<file path="src/rtl/cp0_reg.sv">
// Coprocessor-0 register file: Count/Compare/Status/Cause/EPC/PRId/Config, mtc0/mfc0, exception commit.
// Optional Count/Compare timer interrupt is enabled by defining CP0_TIMER_INT_EN.
module cp0_reg #(
  parameter logic [31:0] PRID_VALUE   = 32'h004c0102,
  parameter logic [31:0] CONFIG_VALUE = 32'h00008000
) (
  input  logic        clk,
  input  logic        rst,
  input  logic        we_i,
  input  logic [4:0]  waddr_i,
  input  logic [31:0] data_i,
  input  logic [4:0]  raddr_i,
  input  logic [5:0]  int_i,
  input  logic [31:0] excepttype_i,
  input  logic [31:0] current_inst_addr_i,
  input  logic        is_in_delayslot_i,
  output logic [31:0] data_o,
  output logic [31:0] count_o,
  output logic [31:0] compare_o,
  output logic [31:0] status_o,
  output logic [31:0] cause_o,
  output logic [31:0] epc_o,
  output logic [31:0] config_o,
  output logic [31:0] prid_o,
  output logic        timer_int_o
);

  localparam logic [4:0] REG_COUNT   = 5'd9;
  localparam logic [4:0] REG_COMPARE = 5'd11;
  localparam logic [4:0] REG_STATUS  = 5'd12;
  localparam logic [4:0] REG_CAUSE   = 5'd13;
  localparam logic [4:0] REG_EPC     = 5'd14;
  localparam logic [4:0] REG_PRID    = 5'd15;
  localparam logic [4:0] REG_CONFIG  = 5'd16;

  localparam logic [31:0] STATUS_RST = 32'h10000000;

  logic [31:0] count_q, count_d;
  logic [31:0] compare_q, compare_d;
  logic [31:0] status_q, status_d;
  logic [31:0] cause_q, cause_d;
  logic [31:0] epc_q, epc_d;
  logic        timer_q, timer_d;

  logic        exc_common;
  logic [4:0]  exc_code;
  logic        compare_wr;

  assign compare_wr = we_i && (waddr_i == REG_COMPARE);

  always_comb begin
    exc_common = 1'b1;
    exc_code   = 5'h00;
    case (excepttype_i)
      32'h0000_0001: exc_code = 5'h00;
      32'h0000_0008: exc_code = 5'h08;
      32'h0000_000a: exc_code = 5'h0a;
      32'h0000_000d: exc_code = 5'h0d;
      32'h0000_000c: exc_code = 5'h0c;
      default:       exc_common = 1'b0;
    endcase
  end

  always_comb begin
    count_d   = count_q + 32'd1;
    compare_d = compare_q;
    status_d  = status_q;
    cause_d   = cause_q;
    epc_d     = epc_q;
    cause_d[15:10] = int_i;

    if (we_i) begin
      case (waddr_i)
        REG_COUNT:   count_d   = data_i;
        REG_COMPARE: compare_d = data_i;
        REG_STATUS:  status_d  = data_i;
        REG_EPC:     epc_d     = data_i;
        REG_CAUSE: begin
          cause_d[9:8]   = data_i[9:8];
          cause_d[23:22] = data_i[23:22];
        end
        default: ;
      endcase
    end

    // Exception fields are applied after the mtc0 so they override it.
    if (exc_common) begin
      if (!status_q[1]) begin
        if (is_in_delayslot_i) begin
          epc_d       = current_inst_addr_i - 32'd4;
          cause_d[31] = 1'b1;
        end else begin
          epc_d       = current_inst_addr_i;
          cause_d[31] = 1'b0;
        end
      end
      status_d[1]   = 1'b1;
      cause_d[6:2]  = exc_code;
    end else if (excepttype_i == 32'h0000_000e) begin
      status_d[1] = 1'b0;
    end
  end

`ifdef CP0_TIMER_INT_EN
  always_comb begin
    timer_d = timer_q;
    if (compare_wr)
      timer_d = 1'b0;
    else if ((count_q == compare_q) && (compare_q != 32'd0))
      timer_d = 1'b1;
  end
`else
  assign timer_d = 1'b0;
`endif

  always_ff @(posedge clk) begin
    if (rst) begin
      count_q   <= 32'd0;
      compare_q <= 32'd0;
      status_q  <= STATUS_RST;
      cause_q   <= 32'd0;
      epc_q     <= 32'd0;
      timer_q   <= 1'b0;
    end else begin
      count_q   <= count_d;
      compare_q <= compare_d;
      status_q  <= status_d;
      cause_q   <= cause_d;
      epc_q     <= epc_d;
      timer_q   <= timer_d;
    end
  end

  always_comb begin
    data_o = 32'd0;
    if (!rst) begin
      case (raddr_i)
        REG_COUNT:   data_o = count_q;
        REG_COMPARE: data_o = compare_q;
        REG_STATUS:  data_o = status_q;
        REG_CAUSE:   data_o = cause_q;
        REG_EPC:     data_o = epc_q;
        REG_PRID:    data_o = PRID_VALUE;
        REG_CONFIG:  data_o = CONFIG_VALUE;
        default:     data_o = 32'd0;
      endcase
    end
  end

  assign count_o     = count_q;
  assign compare_o   = compare_q;
  assign status_o    = status_q;
  assign cause_o     = cause_q;
  assign epc_o       = epc_q;
  assign config_o    = CONFIG_VALUE;
  assign prid_o      = PRID_VALUE;
  assign timer_int_o = timer_q;

endmodule
</file>
<file path="config.mk">
export PLATFORM = sky130hd
export DESIGN_NAME = cp0_reg
export DESIGN_NICKNAME = d
export VERILOG_FILES = /design/src/rtl/cp0_reg.sv
export SDC_FILE = /design/constraint.sdc
export NUM_CORES = 1
export LEC_CHECK = 0
export CORE_AREA = 2 2 147 149
export CTS_CLUSTER_SIZE = 28
export DETAILED_ROUTE_END_ITERATION = 7
export DIE_AREA = 0 0 149 151
export DONT_BUFFER_PORTS = 1
export GPL_TIMING_DRIVEN = 0
export PLACE_DENSITY = 0.64
export SLEW_MARGIN = 20
export SYNTH_ARGS = -nofsm -noshare
export SYNTH_HDL_FRONTEND = slang
export SYNTH_SLANG_ARGS = --single-unit
</file>
<file path="constraint.sdc">
create_clock -name clk -period 6.22 [get_ports clk]
set_clock_uncertainty 0.2 [all_clocks]
set_input_delay 1.244 -clock clk [delete_from_list [all_inputs] [get_ports clk]]
set_output_delay 1.244 -clock clk [all_outputs]
set_load 0.01 [all_outputs]
</file>
==> impl_metrics.tcl, run 1 <==
set metrics [dict create \
    outcome "completed" \
    row_count 53 \
    grt-ovfl-total 0 \
    fp.dieH_um 151 \
    synth.most_common_cell "nand2_1" \
    end_kind "output port" \
    h-tree-depth 4 \
    swShare_pct 24.0 \
    clk_latency_ns 0.44 \
    ctsHoldBuffers 0 \
    via_per_inst 5.39 \
    clock_path_buffers 2 \
    layout.cells.non_filler 1452 \
    yosys_warnings 0 \
    syn_inst 1064 \
    drtIter0Drc 574 \
    maxCapViolations 0 \
    drt-total-wl_mm 33.4 \
    async_flop_share_pct 0 \
    antenna_found_initial 2 \
    synth_top_family_by_area "simple AND/OR/NAND/NOR gates" \
    seqPwrFrac_pct 43.0 \
    drc 0 \
    dp_hpwl_mm 27.2 \
    p_int_w 0.00168 \
    numCtsBuffers 17 \
    port_buffers 0 \
    synth_compound_area_share_pct 15.4 \
    grt_pass1_vias 7137 \
    vdd_drop_max_mv 0.170 \
    synth_flop_cell "dfxtp_1" \
    synth_cell_types 49 \
    fin_tns_setup_ns 0 \
    io_pins 373 \
    power.density_nw_per_um2 228 \
    wl_per_cell_um 23.0 \
    nNetsFinal 1281 \
    cts_setup_buffers 0 \
    min_period_ns 5.07 \
    netlist.area_leader.share_pct 34.0 \
    n_fill_cell 2133 \
    drv_slew 0 \
    worstSetupStartpointType "primary input" \
    syn_area_um2 8410 \
    drive_gt1_share_pct 15.9 \
    first_pass_iters 6 \
    cp.arrival_ns 3.62 \
    post-route-period-util_pct 81.5 \
    cts.sinks 143 \
    cts-resized-gates 0 \
    syn_avg_cell_area_um2 7.91 \
    initial_core_util_pct 40.4 \
    p_leak_nw 3.36 \
    tritoncts "yes" \
    worst-path-max-fanout 10 \
    cts_root_buf "clkbuf_16" \
    fmaxAchievable_mhz 197 \
    pwr-share-clk_pct 49.1 \
    dp.cells 1419 \
    dieArea_um2 22500 \
    synthAdderAreaFrac_pct 0.297 \
    synth_edf_count 0 \
    vias 7832 \
    worst_pin_slew_ns 1.02 \
    clk_pin_slew_ns 0.06 \
    synth_xor_xnor_area_share_pct 5.62 \
    antenna_left 0 \
    grt_pass1_wl_mm 46.9 \
    gp_congestion 0.953 \
    seq_area_frac_synth_pct 34.0 \
    p_switching_w 0.000529 \
    required_ns 4.78 \
    ys_seq_elements 143 \
    ys_top_cells_by_count "nand2_1 (192), dfxtp_1 (143), nor2_1 (99)" \
    hold_viol_final 0 \
    synth-simple-area-share_pct 23.0 \
    rsz0062_at_grt "no" \
    core_um2 20800 \
    fin_hold_ws_ns 0.321 \
    grt_max_degree 17 \
    critPathKind "in -> out" \
    dieWidth_um 149 \
    slew_headroom_pct 32.2 \
    finalSetupViolCount 0 \
    synthTopCellsByArea "dfxtp_1 (34%), nand2_1 (8.6%), mux2_2 (8.4%)" \
    syn2layout_area_growth_pct 15.0 \
    yosys.area.top_type "dfxtp_1" \
    finalPower_w 0.00221 \
    grt_use_total_pct 28.7 \
    muxShareOfSynthArea_pct 10.8 \
    hold_path_class "reg -> reg" \
    combPwrFrac_pct 7.9 \
]
-- critical path, cell delays in order --
cell and delay (ns):
nor2b_1 0.26, nand2_1 0.22, nor3b_1 0.78, clkbuf_1 0.50
a22oi_1 0.17, a21oi_1 0.44
-- cells by family after synthesis --
family                     Yosys count
muxes                               83
DFF                                143
xor gates and xnor gates            54
buffers and inverters              157
adders and majority gates            2
and+or+nand+nor                    414
other                                2
AOI/OAI and AO/OA                  209
-- per-layer routing --
| layer | up-vias | share of wire (%) | GRT usage [%] |
|---|---|---|---|
| li1 | 3748 | - | - |
| met1 | 3630 | 39 | 34.7 |
| met2 | 389 | 46 | 46.1 |
| met3 | 65 | 12 | 11.4 |
| met4 | 0 | 3.4 | 11.1 |
| met5 | - | 0 | 0 |
-- flip-flops by register name (all words and copies together) (netlist names) --
name and cells:
epc_o 32, status_o 32, cause_o 15, count_o 32
compare_o 32
-- per-stage QoR --
| step | worst slack (ns) | cell area [µm²] | utilization (%) |
|---|---|---|---|
| final | 1.15 | 9680 | 46.5 |
| after global routing | 1.02 | 9670 | 46.4 |
| after CTS | 1.19 | 9670 | 46.4 |
| after detailed placement | 1.18 | 9060 | 43.5 |
| after global placement | 1.24 | 9060 | 43.5 |
| after floorplan | 2.08 | 8710 | - |
-- power by group through the flow --
stage / Clock, W / Combinational (W) / Sequential [W]
5_1_grt: 0.00113 / 0.000189 / 0.000950
3_3_place_gp: 0 / 0.000169 / 0.000969
4_1_cts: 0.00108 / 0.000171 / 0.000949
6_report: 0.00108 / 0.000174 / 0.000949
3_5_place_dp: 0 / 0.000171 / 0.000969
2_1_floorplan: 0 / 0.000139 / 0.000961
-- cell type report --
cell class / instances / area (µm²) / area share, %
buffer: 151 / 883 / 9.13
clock inverter: 11 / 165 / 1.71
multi-input combinational: 844 / 4950 / 51.1
clock buffer: 20 / 447 / 4.62
tap: 275 / 344 / 3.56
sequential: 143 / 2860 / 29.6
inverter: 6 / 22.5 / 0.233
antenna: 2 / 5.00 / 0.0517
-- path summary, 6_finish.rpt --
check / depth (start not counted) / end / slack, ns / from
max: 6 / data_o[17] / 1.15 / raddr_i[3]
min reg2reg: 2 / compare_o[21] / 0.32 / compare_o[21]
min: 2 / compare_o[21] / 0.32 / compare_o[21]
max reg2reg: 6 / count_o[29] / 3.69 / count_o[6]
-- layout by cell type, fill, tap and decap left out, types with 28 or more instances in the layout --
master	count
a211oi_1	53
buf_4	82
a21oi_1	91
nand2_1	192
conb_1	82
o21ai_0	28
clkbuf_1	64
xnor2_1	41
nor2_1	99
mux2_2	63
dfxtp_1	143
Note: power is estimated with default switching activity, not from simulation.
==> inputs of run 2 (changes only) <==
- PLACE_DENSITY: 0.64 -> 0.66
- clock period: 6.22 -> 4.1 ns (I/O delays scaled with it)
==> run 2 against run 1 <==
Net effect: sequential share of layout area is 0.073 points lower; power is 52% higher; first-iteration DRC count is 22% higher; non-clock buffer count stayed put; sequential power is 52% higher; largest power group unchanged; highest routed layer is now met5.
==> impl_metrics.tcl, run 2 (same netlist as run 1, synthesis figures left out) <==
set metrics [dict create \
    cts_root_buf "clkbuf_16" \
    hold_path_class "in -> reg" \
    slew_headroom_pct 42.5 \
    end_kind "output port" \
    drive_gt1_share_pct 16.3 \
    maxCapViolations 0 \
    mostFrequentLayoutCell "nand2_1" \
    worst_pin_slew_ns 0.863 \
    grt_pass1_wl_mm 47.1 \
    cts_setup_buffers 0 \
    antenna_found_initial 3 \
    dp_hpwl_mm 27.4 \
    critPathKind "in -> out" \
    vias 7904 \
    worstSetupStartpointType "primary input" \
    worst-path-max-fanout 10 \
    grt_busiest_layer "met2" \
    grt_max_degree 17 \
    clk_latency_ns 0.44 \
    first_pass_iters 8 \
    drtIter0Drc 699 \
    cts.sinks 143 \
    initial_core_util_pct 40.4 \
    dieWidth_um 149 \
    setup_ws_ns 0.0969 \
    clk_pin_slew_ns 0.06 \
    wl_per_cell_um 23.1 \
    layout.cells.non_filler 1452 \
    io_pins 373 \
    cp.arrival_ns 2.98 \
    grt-ovfl-total 0 \
    dieArea_um2 22500 \
    final_cell_mix "nand2_1 (192), dfxtp_1 (143), nor2_1 (99)" \
    finalSetupViolCount 0 \
    crit_path_top_delay_cell "clkbuf_1" \
    min_period_ns 4.00 \
    grt_pass1_vias 7114 \
    dp.cells 1419 \
    syn2layout_area_growth_pct 15.3 \
    drt-total-wl_mm 33.5 \
    h-tree-depth 4 \
    n_fill_cell 2095 \
    outcome "completed" \
    antenna_left 0 \
    nNetsFinal 1281 \
    path_cells "buf_1 -> clkbuf_1 -> mux2i_1 -> o21ai_0 -> a22oi_1 -> nor2_1" \
    core_um2 20800 \
    gp_congestion 0.982 \
    via_per_inst 5.44 \
    fp.dieH_um 151 \
    grt_use_total_pct 28.8 \
    dpl_cell_area_um2 9060 \
    power.density_nw_per_um2 345 \
    post-route-period-util_pct 97.6 \
    tritoncts "yes" \
    gr-usage-met1_pct 34.7 \
    vdd_drop_max_mv 0.158 \
    place_ws_ns -0.0187 \
    drc 0 \
    numCtsBuffers 17 \
    final_core_util_pct 46.6 \
    clock_path_buffers 2 \
    drv_slew 0 \
    final_area_um2 9700 \
    row_count 53 \
    rsz0062_at_grt "no" \
    met2_usage_pct 46.5 \
    fmaxAchievable_mhz 250 \
    critPathMaxStageDelay_ns 0.70 \
    finalPower_w 0.00335 \
    required_ns 3.08 \
    port_buffers 0 \
    p_leak_nw 3.36 \
    grtUsageMet3_pct 11.3 \
    hold_viol_final 0 \
]
## run 2: changes by cell type in the layout (fill, tap and decap cells not counted)
cell,delta
nor3b_2,+1
nor3_1,-1
clkbuf_8,+4
bufinv_16,-1
nor3_2,+1
clkinvlp_4,+2
nor3b_1,-1
clkinv_2,-2
clkinv_4,-1
clkbuf_1,-2
## run 2: layout make-up
type	instances	area, µm²	share of cell area, %
Multi-Input combinational cell	844	4960	51.1
Sequential cell	143	2860	29.5
Buffer	151	883	9.11
Clock buffer	22	494	5.10
Tap cell	275	344	3.55
Clock inverter	9	131	1.35
Inverter	6	22.5	0.232
Antenna cell	2	5.00	0.0516
## run 2: repair_timing
action / in CTS / in global routing
hold buffers: 0 / 0
cloned: 0 / 0
setup endpoints to repair: 1 / 5
resized for setup: 1 / 1
## run 2: power by group
group | leakage, nW | total, W | internal, W | switching [W]
clock | 0.300 | 0.00164 | 0.00103 | 0.000612
combinational | 1.91 | 0.000264 | 0.000111 | 0.000153
sequential | 1.16 | 0.00144 | 0.00141 | 0.0000337
total | 3.36 | 0.00335 | 0.00255 | 0.000798
## run 2: path summary, 6_finish.rpt
path / cells past startpoint / end / slack [ns] / from
worst max-delay path: 6 / data_o[12] / 0.1 / raddr_i[1]
worst min-delay path: 2 / count_o[23] / 0.30 / data_i[23]
worst max register to register: 6 / count_o[29] / 1.57 / count_o[5]
worst min register to register: 2 / compare_o[21] / 0.31 / compare_o[21]
## run 2: per-layer routing
| layer | part of all wire, % | up-vias |
|---|---|---|
| li1 | - | 3752 |
| met1 | 37 | 3622 |
| met2 | 46 | 468 |
| met3 | 13 | 60 |
| met4 | 3.2 | 2 |
| met5 | 0.039 | - |
## run 2: critical path, delay by kind of cell
family | cells | cell delay, ns
mux | 1 | 0.19
simple gates | 1 | 0.37
buf+inv | 2 | 1.18
compound gates | 2 | 0.42
## run 2: per-stage QoR
step	hold WS [ns]	setup TNS (ns)
3_5_place_dp	0.308	-0.0187
6_report	0.302	0
3_3_place_gp	0.304	0
2_1_floorplan	0.288	0
5_1_grt	0.303	0
4_1_cts	0.296	0
==> inputs of run 3 (changes only) <==
- RECOVER_POWER: default -> 25
==> results of run 3 <==
No change in the layout: final DEF, timing and power equal those of run 2.
